**src/rtl/snake_pkg.sv**
```systemverilog
// Shared encodings for the snake game sequencer.
// No ports. Provides:
//   GameState - sequencer FSM states (HOLD/PLAY/STEP/OVER), also shown on the debug LEDs
//   TurnCode  - turn requested with a step (none/left/right)
//   SoundCode - tune selection sent to the piezo block (game-over/step/apple)
package snake_pkg;

  typedef enum logic [1:0] {
    HOLD = 2'b00,
    PLAY = 2'b01,
    STEP = 2'b10,
    OVER = 2'b11
  } GameState;

  typedef enum logic [1:0] {
    TURN_NONE  = 2'b00,
    TURN_LEFT  = 2'b01,
    TURN_RIGHT = 2'b10
  } TurnCode;

  typedef enum logic [1:0] {
    SND_OVER  = 2'b00,
    SND_STEP  = 2'b01,
    SND_APPLE = 2'b10
  } SoundCode;

endpackage

```
**src/rtl/game_sequencer_debounce.sv**
```systemverilog
// Button debouncer for one active-low push button.
// Ports:
//   clk    - system clock
//   rst_n  - asynchronous active-low reset
//   btnN   - raw active-low button, asynchronous to clk
//   press  - one-cycle pulse when a press (released -> pressed) has been accepted
// The raw input is synchronised with two flops. A change is accepted only after
// the synchronised level has differed from the accepted level for 2^DEB_W cycles
// in a row; any bounce back to the accepted level restarts the count.
module btn_debounce
  import snake_pkg::*;
#(
  parameter int DEB_W = 16
) (
  input  logic clk,
  input  logic rst_n,
  input  logic btnN,
  output logic press
);

  logic             syncMeta;
  logic             synced;
  logic             accepted;
  logic [DEB_W-1:0] stableCnt;
  logic             differ;
  logic             cntFull;

  assign differ  = (synced != accepted);
  assign cntFull = &stableCnt;

  // Two-flop synchroniser; resets to the released level so reset never looks like a press.
  always_ff @(posedge clk or negedge rst_n) begin
    if (!rst_n) begin
      syncMeta <= 1'b1;
      synced   <= 1'b1;
    end else begin
      syncMeta <= btnN;
      synced   <= syncMeta;
    end
  end

  // Stability counter and accepted level; press is registered, adding one cycle
  // between acceptance and the pending-turn update in the sequencer.
  always_ff @(posedge clk or negedge rst_n) begin
    if (!rst_n) begin
      stableCnt <= '0;
      accepted  <= 1'b1;
      press     <= 1'b0;
    end else begin
      press <= differ && cntFull && !synced;
      if (!differ) begin
        stableCnt <= '0;
      end else if (cntFull) begin
        stableCnt <= '0;
        accepted  <= synced;
      end else begin
        stableCnt <= stableCnt + 1'b1;
      end
    end
  end

endmodule

```
**src/rtl/game_sequencer.sv**
```systemverilog
// Snake game sequencer: tick generation, turn-button handling and the
// hold/play/step/game-over control of the field/snake datapath.
// Ports:
//   clk, rst_n          - system clock, asynchronous active-low reset
//   btn_l_n, btn_r_n    - raw active-low turn buttons (asynchronous)
//   run_sw              - 0 holds the game at its initial position, 1 runs it
//   speed_sw            - 1 doubles the tick rate
//   step_done           - datapath finished the requested step (pulse)
//   collision, apple    - step result, valid with step_done
//   step_req, step_turn - step request pulse and its turn code
//   load_init           - level: datapath loads the initial snake and apple
//   refresh             - pulse: redraw the displays
//   snd_req, snd_code   - sound request pulse and tune selection
//   step_miss           - pulse: a tick was dropped while a step was outstanding
//   state               - current FSM state for debug/LEDs
module game_sequencer
  import snake_pkg::*;
#(
  parameter int DIV_W = 25,
  parameter int DEB_W = 16
) (
  input  logic       clk,
  input  logic       rst_n,
  input  logic       btn_l_n,
  input  logic       btn_r_n,
  input  logic       run_sw,
  input  logic       speed_sw,
  input  logic       step_done,
  input  logic       collision,
  input  logic       apple,
  output logic       step_req,
  output logic [1:0] step_turn,
  output logic       load_init,
  output logic       refresh,
  output logic       snd_req,
  output logic [1:0] snd_code,
  output logic       step_miss,
  output logic [1:0] state
);

  logic             leftPress;
  logic             rightPress;
  logic             runMeta;
  logic             runSync;
  logic [DIV_W-1:0] acc;
  logic [DIV_W:0]   accSum;
  logic             tick;
  logic             issueStep;
  TurnCode          pressTurn;
  TurnCode          pendingTurn;
  GameState         stateQ;

  assign state = stateQ;

  btn_debounce #(.DEB_W(DEB_W)) leftDebounce (
    .clk   (clk),
    .rst_n (rst_n),
    .btnN  (btn_l_n),
    .press (leftPress)
  );

  btn_debounce #(.DEB_W(DEB_W)) rightDebounce (
    .clk   (clk),
    .rst_n (rst_n),
    .btnN  (btn_r_n),
    .press (rightPress)
  );

  // run_sw comes from a mechanical switch, so it is synchronised before use.
  always_ff @(posedge clk or negedge rst_n) begin
    if (!rst_n) begin
      runMeta <= 1'b0;
      runSync <= 1'b0;
    end else begin
      runMeta <= run_sw;
      runSync <= runMeta;
    end
  end

  // The tick is the carry out of the accumulator; adding 2 halves the period.
  assign accSum = {1'b0, acc} + {{(DIV_W-1){1'b0}}, speed_sw, ~speed_sw};
  assign tick   = accSum[DIV_W];

  // acc is held at zero in HOLD so the first step comes a full period after the game starts.
  always_ff @(posedge clk or negedge rst_n) begin
    if (!rst_n) begin
      acc <= '0;
    end else if (stateQ == HOLD) begin
      acc <= '0;
    end else begin
      acc <= accSum[DIV_W-1:0];
    end
  end

  // Simultaneous left and right presses cancel each other.
  always_comb begin
    pressTurn = TURN_NONE;
    if (leftPress && !rightPress) begin
      pressTurn = TURN_LEFT;
    end else if (rightPress && !leftPress) begin
      pressTurn = TURN_RIGHT;
    end
  end

  assign issueStep = (stateQ == PLAY) && runSync && tick;

  // Pending turn: first press wins. When a step consumes the pending turn, a press
  // arriving in that same cycle is kept for the following step instead of being lost.
  always_ff @(posedge clk or negedge rst_n) begin
    if (!rst_n) begin
      pendingTurn <= TURN_NONE;
    end else if (stateQ == HOLD) begin
      pendingTurn <= TURN_NONE;
    end else if (issueStep) begin
      pendingTurn <= pressTurn;
    end else if (pendingTurn == TURN_NONE) begin
      pendingTurn <= pressTurn;
    end
  end

  // Sequencer FSM with registered outputs. Dropping run_sw always wins and abandons
  // any outstanding step; step_done is only honoured in STEP.
  always_ff @(posedge clk or negedge rst_n) begin
    if (!rst_n) begin
      stateQ    <= HOLD;
      step_req  <= 1'b0;
      step_turn <= TURN_NONE;
      load_init <= 1'b0;
      refresh   <= 1'b0;
      snd_req   <= 1'b0;
      snd_code  <= SND_OVER;
      step_miss <= 1'b0;
    end else begin
      step_req  <= 1'b0;
      step_turn <= TURN_NONE;
      refresh   <= 1'b0;
      snd_req   <= 1'b0;
      snd_code  <= SND_OVER;
      step_miss <= 1'b0;
      if (!runSync) begin
        stateQ    <= HOLD;
        load_init <= 1'b1;
      end else begin
        case (stateQ)
          HOLD: begin
            stateQ    <= PLAY;
            load_init <= 1'b0;
            refresh   <= 1'b1;
          end
          PLAY: begin
            if (tick) begin
              stateQ    <= STEP;
              step_req  <= 1'b1;
              step_turn <= pendingTurn;
            end
          end
          STEP: begin
            if (step_done) begin
              refresh <= 1'b1;
              snd_req <= 1'b1;
              if (collision) begin
                stateQ   <= OVER;
                snd_code <= SND_OVER;
              end else begin
                stateQ   <= PLAY;
                snd_code <= apple ? SND_APPLE : SND_STEP;
              end
            end
            if (tick) begin
              step_miss <= 1'b1;
            end
          end
          OVER: begin
            if (tick) begin
              refresh  <= 1'b1;
              snd_req  <= 1'b1;
              snd_code <= SND_OVER;
            end
          end
          default: begin
            stateQ <= HOLD;
          end
        endcase
      end
    end
  end

endmodule

```
**config.mk**
```make
export PLATFORM = sky130hd
export DESIGN_NAME = game_sequencer
export DESIGN_NICKNAME = d
export VERILOG_FILES = /design/src/rtl/snake_pkg.sv /design/src/rtl/game_sequencer_debounce.sv /design/src/rtl/game_sequencer.sv
export SDC_FILE = /design/constraint.sdc
export NUM_CORES = 1
export LEC_CHECK = 0
export ABC_AREA = 1
export ABC_CLOCK_PERIOD_IN_PS = 1600
export CAP_MARGIN = 20
export CORE_ASPECT_RATIO = 1.1
export CORE_MARGIN = 1.5
export CORE_UTILIZATION = 54
export CTS_CLUSTER_DIAMETER = 150
export DETAILED_ROUTE_END_ITERATION = 8
export HOLD_SLACK_MARGIN = 0.15
export PLACE_DENSITY = 0.78
export SLEW_MARGIN = 5
export SYNTH_ARGS = -nofsm -noshare
export SYNTH_HDL_FRONTEND = slang
export SYNTH_HIERARCHICAL = 1
export SYNTH_SLANG_ARGS = --single-unit
```
**constraint.sdc**
```tcl
create_clock -name clk -period 1.6 [get_ports clk]
set_input_delay 0.24 -clock clk [delete_from_list [all_inputs] [get_ports clk]]
set_output_delay 0.24 -clock clk [all_outputs]
set_load 0.1 [all_outputs]
```
# == Yosys cells after proc, flatten, opt, wreduce, memory -nomap -nowiden ==
# Index checks and enable logic that the tools add are counted.
# op_classes
n_addsub,3
eq_ne,9
mux,35
n_bitwise,1
n_reduce_logical,20
# ops
cell,n
16-bit two-way mux,4
2-bit two-way mux,17
17-bit AND reduction,2
"16-bit by 1-bit adder with 16-bit output, second input constant",2
16-bit AND reduction,2
25-bit by 2-bit adder with 26-bit output,1
25-bit two-way mux,1
1-bit two-way mux,10
1-bit logical AND,8
"3-bit != test, second input constant",2
2-bit one-hot mux with 3 select lines,1
"2-bit equality test, second input constant",2
1-bit logical NOT,4
2-bit logical NOT,2
"4-bit by 1-bit != test with 1-bit output, second input constant",1
1-bit one-hot mux with 3 select lines,1
3-bit AND reduction,1
3-bit nonzero test,1
"2-bit by 1-bit equality test with 1-bit output, second input constant",1
1-bit != test,2
"2-bit by 1-bit != test with 1-bit output, second input constant",1
1-bit one-hot mux with 2 select lines,1
1-bit inverter,1
# word_totals
regBits,80
inputBits,9
output_inout_bits,11

# == Depth between registers and ports, before layout ==
# Gate-level depths: netlist (run 1).
# depth
ltp_word,7
depth_mapped,12
ltp_nobuf,12

# == By module ==
# Netlist (run 1), hierarchy kept.
# modules_own_cells
mod,instances,cells_each,area_each_um2,seq_area_each_um2
game_sequencer,1,269,2153.3,1001.0
btn_debounce,2,117,1003.5,504.2

# == Least setup slack after synthesis (run 1) ==
# OpenSTA, ideal clock, no wires.
# synth_timing
path_kind,reg-to-reg
startpoint,reg stateQ[1] (netlist: state[1])
endpoint,reg stateQ[0] (netlist: state[0])
setup_time_ps,67
t_arrival_ps,2035
required_time_ps,1533
slack_ps,-502
stages_incl_launch_ff,9
path_cell_list,dfrtp_1 -> inv_1 -> ha_1 -> buf_2 -> inv_1 -> a41oi_1 -> nand2_2 -> nand2_1 -> nand2_1
# synth_via
elab_chain_len,3
elab_cells_between_ends,9
# synth_rtl
item,line_no,rtl
from (decl),game_sequencer.sv:51,GameState stateQ;
from (signal assigned),game_sequencer.sv:125,stateQ <= HOLD;
from (signal assigned),game_sequencer.sv:141,stateQ <= HOLD;
from (signal assigned),game_sequencer.sv:146,stateQ <= PLAY;
"2-bit by 1-bit equality test with 1-bit output, or another cell as far along",game_sequencer.sv:144,case (stateQ)
"4-bit by 1-bit != test with 1-bit output (no line), or another cell as far along",n/a,
3-bit AND reduction (no line) or 2-bit two-way mux (tied branches),n/a,
# Parallel ways exist; a longest one is shown, timed or not.
# A chain may end at the register's enable or synchronous reset.

# == Final worst setup path (run 1) ==
# layout_timing
startpoint,reg acc[1]
endpoint,reg acc[24]
# layout_via
elab_chain_len,2
# layout_rtl
item,line_no,rtl
from (decl),game_sequencer.sv:45,logic [DIV_W-1:0] acc;
from (signal assigned),game_sequencer.sv:91,acc <= accSum[DIV_W-1:0];
25-bit by 2-bit adder with 26-bit output,game_sequencer.sv:81,"assign accSum = {1'b0, acc} + {{(DIV_W-1){1'b0}}, speed_sw, ~speed_sw};"
25-bit two-way mux,game_sequencer.sv:88,end else if (stateQ == HOLD) begin
# No other way between the ends.

==> results.rst, run 1 <==
.. list-table::
   :header-rows: 1

   * - Metric
     - Value
   * - WL/cell
     - between 10 and 15 um
   * - Via count of the first global-routing pass
     - roughly 3400
   * - Number of top-level design ports
     - 20
   * - Result of the run
     - finished, violations left
   * - Net switching share of the total power
     - approximately 33%
   * - Worst slew slack as a fraction of its limit
     - about two thirds
   * - Worst Clk Skew
     - between 0.01 and 0.015 ns
   * - R2r setup slk
     - -0.05 ns
   * - NetSw
     - about 1800 uW
   * - Share of async-settable or async-resettable flops after synthesis
     - 100%
   * - H-tree levels
     - 3
   * - # Max-Cap Violations
     - 0
   * - Required time reported for the critical path endpoint
     - about 1.8 ns
   * - VDD IR-drop max
     - 0.545 mV
   * - Number of nets in the synthesized netlist
     - 521
   * - Die span in x
     - roughly 87 um
   * - Leak Pwr
     - 0.00232 uW
   * - Terminating pin of the worst hold path
     - leftDebounce/syncMeta
   * - Initial antenna violation count
     - 0
   * - Start of the worst register-to-register path
     - acc[1]
   * - Final estimated routing congestion in global placement
     - between 0.9 and 1
   * - Worst hold margin
     - roughly 0.29 ns
   * - Dominant synthesized flop cell
     - dfrtp_1
   * - Row count
     - 33
   * - Gate count of the mapped netlist
     - between 500 and 600
   * - Count of buffers inserted at the top-level ports
     - 19
   * - Post-route minimum period
     - approximately 1.7 ns
   * - PwrDens
     - 1040 nW/um^2
   * - GR Util All Layers
     - approximately 22%
   * - Class of the most critical hold timing path
     - primary input to flip-flop
   * - Average size of a mapped cell
     - approximately 8.3 um^2
   * - TritonCTS sink count
     - 80
   * - Floorplan die height
     - 95.1 um
   * - Startpoint of the most critical hold path
     - btn_l_n
   * - PnR worst setup slack
     - -0.0545 ns
   * - Number of unique standard cell types used by synthesis
     - 32
   * - NumNets Final
     - 575
   * - Share of the synthesized area in the top cell type
     - around 45%
   * - Library cell occupying the most area in the post-synthesis netlist
     - dfrtp_1
   * - Highest achievable clock rate
     - between 600 and 700 MHz
   * - Post-synth EDFFs
     - 0
   * - Post-synthesis register bit count
     - 80
   * - End of the worst register-to-register path
     - acc[24]
   * - Violations in the final reports
     - negative setup slack
   * - HPWL after DPL
     - about 6 mm
   * - Mean number of vias per cell
     - around 5.2
   * - Filler cells
     - 532
   * - Share of synthesized area occupied by flip-flops and latches
     - roughly half
   * - Inserted Clock Buffers
     - 9
   * - Critical path class
     - flip-flop to flip-flop
   * - Clock latency on the worst-skew pair
     - 0.36 ns
   * - Post-route fraction of the period consumed by the critical path
     - 103%
   * - Via count of the routed design
     - between 3000 and 4000
   * - TritonCTS clock tree
     - yes
   * - Data arrival, critical path
     - roughly 1.9 ns
   * - TritonRoute pass-1 iters
     - 4
   * - Cell area after technology mapping
     - 4160 um^2
   * - Sequential cell area
     - slightly above 2000 um^2
   * - Largest fanout of any net on the critical path
     - 5
   * - Internal power summed over all cells
     - roughly 3600 uW
   * - Buffer depth of the longest clock path
     - 2
   * - Area Growth Syn to Fin
     - 23.5%
   * - Yosys warning count
     - 6
   * - Pin count of the biggest net entering global routing
     - 36
   * - Total wirelength of the detailed-routed design
     - approximately 8.6 mm
   * - Power share of the clock group
     - a little under a third
   * - Core area
     - 7470 um^2
   * - Area occupied by multi-input gates
     - between 2000 and 2500 um^2
   * - Total overflow reported by the global router
     - 0
   * - Clock-pin slew reported for the worst setup and hold paths after clock tree synthesis
     - roughly 0.090 ns
   * - Worst slack at placement
     - -0.516 ns
   * - Root buffer selected by CTS
     - clkbuf_8
   * - First-pass GRT wire length
     - ~14 mm
   * - Count of antenna-violating nets left after detailed routing
     - 0
   * - Category of the worst setup path launch point
     - flip-flop
   * - Number of cells traversed by the worst register-to-register path
     - 9
   * - Die ar.
     - roughly 8200 um^2
   * - Setup repair after global routing missed its margin
     - yes
   * - Final number of max-transition violations
     - 0
   * - Endpoint kind of the worst setup timing path
     - flip-flop
   * - Tightest Pin Transition
     - ~0.48 ns
   * - Post-detailed-route DRC marker count
     - 0
   * - Proportion of layout cells with a drive suffix above 1
     - a little over a fifth
   * - Effective utilization at floorplan
     - between 50 and 60%
   * - Antenna Cells
     - 0
   * - Sequential Power Share
     - between 40% and 50%
   * - Total of endpoints with negative setup slack in the final report
     - 3
   * - Number of violations reported at the end of detailed-routing iteration 0
     - 208
   * - Synth top area cells
     - dfrtp_1 45%, nand2_1 11%, nor2_1 8.2%
   * - Hold Path Stages
     - 1
   * - Hold Vio Cnt, Final
     - 0
   * - Logic pwr share
     - 27.6%
-- registers in the layout (all words and copies together), names as in the netlist, 2 cells and up --
| signal | cells |
|---|---|
| acc | 25 |
| leftDebounce/stableCnt | 16 |
| rightDebounce/stableCnt | 16 |
| pendingTurn | 2 |
| snd_code | 2 |
| state | 2 |
| step_turn | 2 |
-- critical path, stage by stage (launching register included) --
cell     delay (ns)
dfrtp_1        0.43
buf_6          0.14
fa_2           0.36
nand2_2        0.11
nor2_4         0.05
nand2_2        0.09
inv_4          0.06
nand2_2        0.06
xor2_1         0.16
nor2_1         0.08
-- logic make-up after synthesis --
group,share of synthesized area [%]
xor gates and xnor gates,5.62
adders and majority gates,2.89
DFF,48.3
buffers and inverters,5.83
and+or+nand+nor,32.7
AOI/OAI and AO/OA,4.66
-- layout make-up --
class                      count  area share [%]
multi-input combinational    359            39.1
timing repair buffer          46            10.3
clock inverter                 7            1.83
inverter                      61            4.50
tap                          105            2.56
clock buffer                   9            2.41
sequential                    80            39.2
-- routing by layer --
layer	global-route usage, %	vias up	routed length, um
met4	11.7	0	248
li1	-	1687	-
met3	4.42	27	317
met1	28.0	1647	3750
met5	0	-	0
met2	37.2	84	4300
-- synthesized netlist by cell type, drive strengths merged, types with 4 or more instances --
| cell | count |
|---|---|
| nand2 | 129 |
| nor2 | 106 |
| dfrtp | 74 |
| inv | 61 |
| nand3 | 34 |
| a21oi | 19 |
| xor2 | 18 |
| nand4 | 12 |
| ha | 8 |
| o21ai | 8 |
| nor3 | 7 |
| xnor2 | 7 |
| dfstp | 6 |
| o21bai | 4 |
-- power groups by stage --
stage / clock network, uW / logic [uW] / registers [uW]
after floorplan: 0 / 538 / 2560
after global placement: 0 / 1260 / 2280
after detailed placement: 0 / 1280 / 2280
after CTS: 1680 / 1350 / 2240
after global routing: 1750 / 1600 / 2260
final: 1630 / 1480 / 2240
-- cells in the final DEF, fill, tap and decap left out, drive strengths merged, types with 8 or more instances in the layout --
cell type and n:
o21ai 8, nand2 129, nand4 12, nor2 106
clkbuf 9, buf 38, ha 8, a21oi 19
inv 62, nand3 34, xor2 18, dfrtp 74
-- through the flow --
step           power, uW  std cells  util [%]  setup TNS (ns)  cell area, um^2
6_report            5350        667      68.8         -0.0768             5140
5_1_grt             5610        667      68.8          -0.800             5140
4_1_cts             5270        663      67.3          -0.193             5030
3_5_place_dp        3570        637      63.1          -12.92             4720
3_3_place_gp        3540        637      63.1          -11.45             4720
2_1_floorplan       3090        503         -               0             4180
-- timing repair --
action / in CTS / in global routing
hold buffers: 1 / 0
setup endpoints to repair: 26 / 30
hold endpoints to repair: 27 / 0
pin swaps: 9 / 9
cloned: 0 / 0
buffers inserted: 9 / 4
gates resized for setup: 8 / 18
-- worst max path at each step --
stage | end | depth (start not counted) | slack, ns | from
2_1_floorplan | state[0] | 8 | 0.002 | state[0]
4_1_cts | acc[10] | 9 | -0.04 | acc[0]
6_report | acc[24] | 9 | -0.05 | acc[1]
3_5_place_dp | acc[10] | 11 | -0.52 | speed_sw
5_1_grt | acc[24] | 9 | -0.12 | acc[1]
3_3_place_gp | acc[10] | 11 | -0.45 | speed_sw
Power figures use the tool's default switching activity.
==> run 2: changes to the inputs <==
Settings changed: CORE_UTILIZATION 54 to 56, CTS_BUF_LIST set to sky130_fd_sc_hd__clkbuf_8, PLACE_DENSITY 0.78 to 0.81.
==> results.rst, run 2 (synthesized netlist as in run 1, its figures left out) <==
.. list-table::
   :header-rows: 1

   * - Metric
     - Value
   * - Result of the run
     - finished, violations left
   * - Violations in the final reports
     - design-rule violations, negative setup slack
   * - Setup repair after global routing missed its margin
     - yes
   * - WL/cell
     - between 10 and 15 um
   * - Initial antenna violation count
     - 0
   * - Most frequent cells in the layout
     - 110 x nand2_1, 90 x nor2_1, 72 x dfrtp_1
   * - Setup TNS after final layout
     - -0.198 ns
   * - Data arrival, critical path
     - ~1.9 ns
   * - Number of top-level design ports
     - 20
   * - Leak Pwr
     - between 0.002 and 0.0025 uW
   * - Category of the worst setup path launch point
     - flip-flop
   * - Filler cells
     - a little over 500
   * - Total wirelength of the detailed-routed design
     - ~9 mm
   * - Worst slew slack as a fraction of its limit
     - roughly 74%
   * - Antenna Cells
     - 0
   * - Via count of the routed design
     - 3477
   * - Max reg flops
     - 25
   * - Pin count of the biggest net entering global routing
     - 40
   * - Die ar.
     - between 7000 and 8000 um^2
   * - First-pass GRT wire length
     - ~15 mm
   * - Endpoint kind of the worst setup timing path
     - flip-flop
   * - Floorplan die height
     - 93.4 um
   * - Final number of max-transition violations
     - 0
   * - Net switching share of the total power
     - about a third
   * - Effective utilization at floorplan
     - 58.7%
   * - Required time reported for the critical path endpoint
     - 1.84 ns
   * - TritonCTS sink count
     - 80
   * - GR Util All Layers
     - roughly a quarter
   * - PwrDens
     - roughly 1000 nW/um^2
   * - Hold Vio Cnt, Final
     - 0
   * - Final estimated routing congestion in global placement
     - about 0.95
   * - Count of antenna-violating nets left after detailed routing
     - 0
   * - Most flop-heavy register
     - acc
   * - Largest fanout of any net on the critical path
     - 5
   * - Sequential Power Share
     - 42.6%
   * - Number of violations reported at the end of detailed-routing iteration 0
     - 160
   * - Critical path class
     - flip-flop to flip-flop
   * - NetSw
     - 1720 uW
   * - Clock-pin slew reported for the worst setup and hold paths after clock tree synthesis
     - ~0.090 ns
   * - Library cell appearing most often on the critical path
     - nand2_2
   * - Internal power summed over all cells
     - around 3600 uW
   * - Inserted Clock Buffers
     - 9
   * - Count of buffers inserted at the top-level ports
     - 19
   * - Total overflow reported by the global router
     - 0
   * - # Max-Cap Violations
     - 0
   * - Row count
     - 32
   * - Class of the most critical hold timing path
     - primary input to flip-flop
   * - Mean number of vias per cell
     - between 5 and 6
   * - TritonRoute pass-1 iters
     - 7
   * - Area Growth Syn to Fin
     - 22.2%
   * - Tightest Pin Transition
     - just under 0.4 ns
   * - Category of cells accounting for the largest share of critical-path delay
     - simple AND/OR/NAND/NOR gates
   * - Post-detailed-route DRC marker count
     - 3
   * - NumNets Final
     - 573
   * - Critical path cell sequence
     - ha_1, nand2_2, nand2_2, nand3_4, nor2_4, nand2_4, nor2_4, nand2_2, nand2_1, nor2_1
   * - Post-route fraction of the period consumed by the critical path
     - 103%
   * - Total of endpoints with negative setup slack in the final report
     - 8
   * - Combined buffer and inverter count along the critical path
     - 0
   * - Largest registers
     - acc: 25 flops, leftDebounce/stableCnt: 16 flops, rightDebounce/stableCnt: 16 flops
   * - Proportion of layout cells with a drive suffix above 1
     - between 20% and 30%
   * - Cell at the slowest stage of the critical path
     - dfrtp_1
   * - Worst Clk Skew
     - 0.0141 ns
   * - Max incr delay on CP
     - 0.40 ns
   * - Power share of the clock group
     - a little under a third
   * - Die span in x
     - around 85 um
   * - TritonCTS clock tree
     - yes
   * - Buffer depth of the longest clock path
     - 2
   * - Highest achievable clock rate
     - between 600 and 700 MHz
   * - VDD IR-drop max
     - 0.883 mV
   * - Clock latency on the worst-skew pair
     - approximately 0.35 ns
   * - Total power after layout
     - 5280 uW
   * - Root buffer selected by CTS
     - clkbuf_8
   * - H-tree levels
     - 3
   * - HPWL after DPL
     - approximately 6.5 mm
   * - Core area
     - ~7000 um^2
   * - Post-route minimum period
     - 1.65 ns
   * - Leading cell type in the layout, fill and taps excluded
     - nand2_1
   * - PnR worst setup slack
     - -0.0500 ns
   * - Via count of the first global-routing pass
     - 3483
   * - Logic pwr share
     - 25.7%
-- run 2: path summary, 6_finish.rpt --
kind,from,end,slack [ns],cells after the start
hold / removal,btn_r_n,rightDebounce/syncMeta,0.30,1
setup reg to reg,acc[1],acc[17],-0.05,10
max in group asynchronous,rst_n,rightDebounce/syncMeta,0.65,3
hold reg to reg,leftDebounce/syncMeta,leftDebounce/synced,0.36,0
min in group asynchronous,rst_n,acc[14],0.34,2
setup / recovery,acc[1],acc[17],-0.05,10
-- run 2: cell type report --
type	count	area (um^2)	share of cell area [%]
sequential	80	2020	39.7
multi-input combinational	359	2000	39.3
timing repair buffer	44	499	9.82
tap	85	106	2.09
clock buffer	11	151	2.98
inverter	61	231	4.55
clock inverter	5	80.1	1.58
-- run 2: repair_timing --
action	CTS	global route
pin swaps	9	15
endpoints found under the setup margin	25	33
cloned	0	0
resized for setup	15	9
buffers inserted	5	4
endpoints found under the hold margin	32	0
hold buffers	1	0
-- run 2: stage by stage --
stage | cell area (um^2) | cells | setup WS, ns | hold WS (ns) | util, %
after detailed placement | 4690 | 619 | -0.545 | 0.190 | 66.2
final | 5080 | 645 | -0.0500 | 0.302 | 71.7
after floorplan | 4180 | 503 | 0.00156 | -0.0556 | -
after global routing | 5080 | 645 | -0.154 | 0.307 | 71.7
after CTS | 5020 | 641 | -0.0666 | 0.283 | 70.8
after global placement | 4690 | 619 | -0.463 | 0.193 | 66.2
-- run 2: power groups by stage --
stage                     Clock (uW)  Combinational [uW]  Sequential (uW)
after CTS                       1710                1330             2250
after global routing            1790                1460             2260
after detailed placement           0                1280             2280
after floorplan                    0                 538             2560
after global placement             0                1240             2280
final                           1670                1360             2250
-- run 2: routing by layer --
layer  wire length (um)  share of wire (%)  vias up  track usage (%)
met3                368                4.1       23             3.80
li1                   -                  -     1676                -
met1               3670                 41     1676             27.6
met5                  0                  0        -                0
met4                230                2.6        0             12.3
met2               4710                 52      102             43.0
==> run 3: changes to the inputs <==
Settings changed: CAP_MARGIN 20 to 40, SYNTH_HIERARCHICAL 1 to not set.
==> results.rst, run 3 <==
.. list-table::
   :header-rows: 1

   * - Metric
     - Value
   * - Result of the run
     - finished, violations left
   * - Violations in the final reports
     - negative setup slack
   * - Combined buffer and inverter count along the critical path
     - 0
   * - Largest fanout of any net on the critical path
     - 3
   * - PnR worst setup slack
     - -0.0275 ns
   * - Category of the worst setup path launch point
     - flip-flop
   * - Share of synthesized area occupied by flip-flops and latches
     - slightly below 50%
   * - Number of standard cells in the layout, taps in and fillers out
     - between 600 and 700
   * - Average size of a mapped cell
     - between 8 and 9 um^2
   * - Inserted Clock Buffers
     - 9
   * - Post-route minimum period
     - about 1.6 ns
   * - # Max-Cap Violations
     - 0
   * - Number of nets in the synthesized netlist
     - 519
   * - Final estimated routing congestion in global placement
     - between 0.9 and 1
   * - Critical path cell sequence
     - nand2_1, nor2_2, nand2_1, nor2_4, nand2_2, nand2_1, nand2_1, nand2_1, nand2_1
   * - H-tree levels
     - 3
   * - GR Util All Layers
     - 22.7%
   * - Share of the synthesized area in the top cell type
     - a little under half
   * - Endpoint kind of the worst setup timing path
     - flip-flop
   * - Dominant synthesized flop cell
     - dfrtp_1
   * - Most flop-heavy register
     - acc
   * - HPWL after DPL
     - ~5.8 mm
   * - Pin count of the biggest net entering global routing
     - 45
   * - Simple-Gate Fraction of Synth Area
     - between 30% and 40%
   * - Effective utilization at floorplan
     - between 50% and 60%
   * - Number of top-level design ports
     - 20
   * - Post-detailed-route DRC marker count
     - 0
   * - Root buffer selected by CTS
     - clkbuf_8
   * - Required time reported for the critical path endpoint
     - approximately 1.8 ns
   * - Proportion of layout cells with a drive suffix above 1
     - 20.8%
   * - Post-synthesis register bit count
     - 80
   * - Via count of the routed design
     - roughly 3400
   * - Leading cell type in the layout, fill and taps excluded
     - nand2_1
   * - Most numerous cell types in the synthesized netlist
     - 111 x nand2_1, 90 x nor2_1, 74 x dfrtp_1, 53 x inv_1, 34 x nand3_1
   * - Dominant combinational cell family by area after synthesis
     - simple AND/OR/NAND/NOR gates
   * - Yosys warning count
     - 0
   * - Synthesized-area fraction occupied by xor and xnor cells
     - 4.31%
   * - Highest achievable clock rate
     - ~600 MHz
   * - Core area
     - 7010 um^2
   * - Cell area after technology mapping
     - about 4000 um^2
   * - Setup repair after global routing missed its margin
     - yes
   * - Most common cell in the synthesized netlist
     - nand2_1
   * - WL/cell
     - about 13 um
   * - Gate count of the mapped netlist
     - about 500
   * - Post-synthesis compound-gate area fraction
     - between 3 and 4%
   * - Floorplan die height
     - between 90 and 100 um
   * - Largest registers
     - acc: 25 flops, leftDebounce.stableCnt: 16 flops, rightDebounce.stableCnt: 16 flops
   * - Post-synth EDFFs
     - 0
   * - Initial antenna violation count
     - 0
   * - Setup TNS after final layout
     - -0.0549 ns
   * - Max reg flops
     - 25
   * - Total of endpoints with negative setup slack in the final report
     - 2
   * - Proportion of synthesized area in mux cells
     - 0%
   * - Total wirelength of the detailed-routed design
     - 8.21 mm
   * - Data arrival, critical path
     - ~1.9 ns
   * - Worst slew slack as a fraction of its limit
     - 57.8%
   * - Count of buffers inserted at the top-level ports
     - 19
   * - Final number of max-transition violations
     - 0
   * - Number of violations reported at the end of detailed-routing iteration 0
     - about 140
   * - Synth top area cells
     - dfrtp_1 46%, nand2_1 10%, nor2_1 8.3%
   * - Cell area after layout
     - 5010 um^2
   * - Category of cells accounting for the largest share of critical-path delay
     - simple AND/OR/NAND/NOR gates
   * - Row count
     - 32
   * - Number of cells on the critical path
     - 9
   * - VDD IR-drop max
     - around 1.3 mV
   * - Antenna Cells
     - 0
   * - Buffer depth of the longest clock path
     - 2
   * - Die ar.
     - around 7800 um^2
   * - Max incr delay on CP
     - 0.42 ns
   * - Tightest Pin Transition
     - roughly 0.63 ns
   * - Cell at the slowest stage of the critical path
     - dfrtp_1
   * - Finished Core Util
     - 71.5%
   * - Clock-pin slew reported for the worst setup and hold paths after clock tree synthesis
     - 0.08 ns
   * - Hold Vio Cnt, Final
     - 0
   * - PwrDens
     - between 1000 and 1500 nW/um^2
   * - Area share of fa/ha/maj cells after synthesis
     - 2.95%
   * - NumNets Final
     - ~570
   * - Class of the most critical hold timing path
     - primary input to flip-flop
   * - Critical path class
     - flip-flop to flip-flop
   * - Clock latency on the worst-skew pair
     - 0.35 ns
   * - Die span in x
     - approximately 84 um
   * - Total overflow reported by the global router
     - 0
   * - TritonCTS clock tree
     - yes
   * - Library cell appearing most often on the critical path
     - nand2_1
   * - TritonCTS sink count
     - 80
   * - Mean number of vias per cell
     - around 5.3
   * - Hold Path Stages
     - 1
   * - First-pass GRT wire length
     - between 10 and 15 mm
   * - Post-route fraction of the period consumed by the critical path
     - 102%
   * - Placed cell count
     - between 600 and 700
   * - Number of unique standard cell types used by synthesis
     - 34
   * - Most frequent cells in the layout
     - 104 x nand2_1, 87 x nor2_1, 72 x dfrtp_1
   * - Library cell occupying the most area in the post-synthesis netlist
     - dfrtp_1
   * - Area Growth Syn to Fin
     - 23.2%
   * - Number of cells traversed by the worst register-to-register path
     - 9
   * - Count of antenna-violating nets left after detailed routing
     - 0
   * - Via count of the first global-routing pass
     - approximately 3300
   * - Worst Clk Skew
     - ~0.011 ns
   * - Instance area after placement
     - between 4000 and 5000 um^2
   * - TritonRoute pass-1 iters
     - 4
   * - Share of async-settable or async-resettable flops after synthesis
     - 100%
   * - Leak Pwr
     - around 0.0023 uW
-- run 3: cells by family after synthesis --
| family | count (synthesis) |
|---|---|
| AND/OR/NAND/NOR | 296 |
| flip-flops | 80 |
| adder cells (fa/ha/maj) | 9 |
| XOR/XNOR | 20 |
| buffers and inverters | 67 |
| AO/OA/AOI/OAI | 29 |
-- run 3: area by class of cell --
class,count,area [um^2]
inverters,63,245
clock inverters,4,67.6
flip-flops and latches,80,2020
repair buffers,41,480
multi-input cells,354,1930
well taps,85,106
clock buffers,12,165
fillers,477,2000
-- run 3: routing by layer --
layer	vias to the layer above	global-route usage, %	wire length, um
li1	1671	-	-
met1	1601	27.3	3550
met2	66	39.3	4160
met3	26	4.99	291
met4	0	9.84	207
met5	-	0	0
-- run 3: per-stage QoR --
| stage | worst slack, ns | power (uW) | hold WS [ns] |
|---|---|---|---|
| after detailed placement | -0.447 | 3510 | 0.134 |
| after floorplan | 0.00203 | 3030 | -0.0556 |
| after global routing | -0.131 | 5460 | 0.283 |
| after global placement | -0.398 | 3460 | 0.132 |
| after CTS | -0.0361 | 5210 | 0.287 |
| final | -0.0275 | 5240 | 0.294 |
-- run 3: final timing paths --
kind / endpoint / slack [ns] / startpoint
setup / recovery: state[1] / -0.03 / acc[12]
max in group asynchronous: rightDebounce.accepted / 0.73 / rst_n
min in group asynchronous: acc[12] / 0.31 / rst_n
setup reg to reg: state[1] / -0.03 / acc[12]
hold / removal: rightDebounce.syncMeta / 0.29 / btn_r_n
hold reg to reg: rightDebounce.synced / 0.36 / rightDebounce.syncMeta
-- run 3: power breakdown --
part	total, uW	leakage [uW]	internal [uW]	switching, uW
clock network	1700	0.000125	997	705
registers	2260	0.00108	2130	125
logic	1280	0.00108	445	838
-- run 3: repair_timing --
action,CTS,global route
pin swaps,4,16
endpoints found under the setup margin,12,40
buffers inserted,2,2
gates resized for setup,9,25
gates cloned,0,0
endpoints found under the hold margin,74,0
hold buffers,1,0
-- run 3: worst register-to-register path, cell delays in order (launching register included) --
cell,delay [ns]
dfrtp_1,0.42
nand2_1,0.18
nor2_2,0.19
nand2_1,0.16
nor2_4,0.20
nand2_2,0.08
nand2_1,0.09
nand2_1,0.08
nand2_1,0.07
nand2_1,0.05
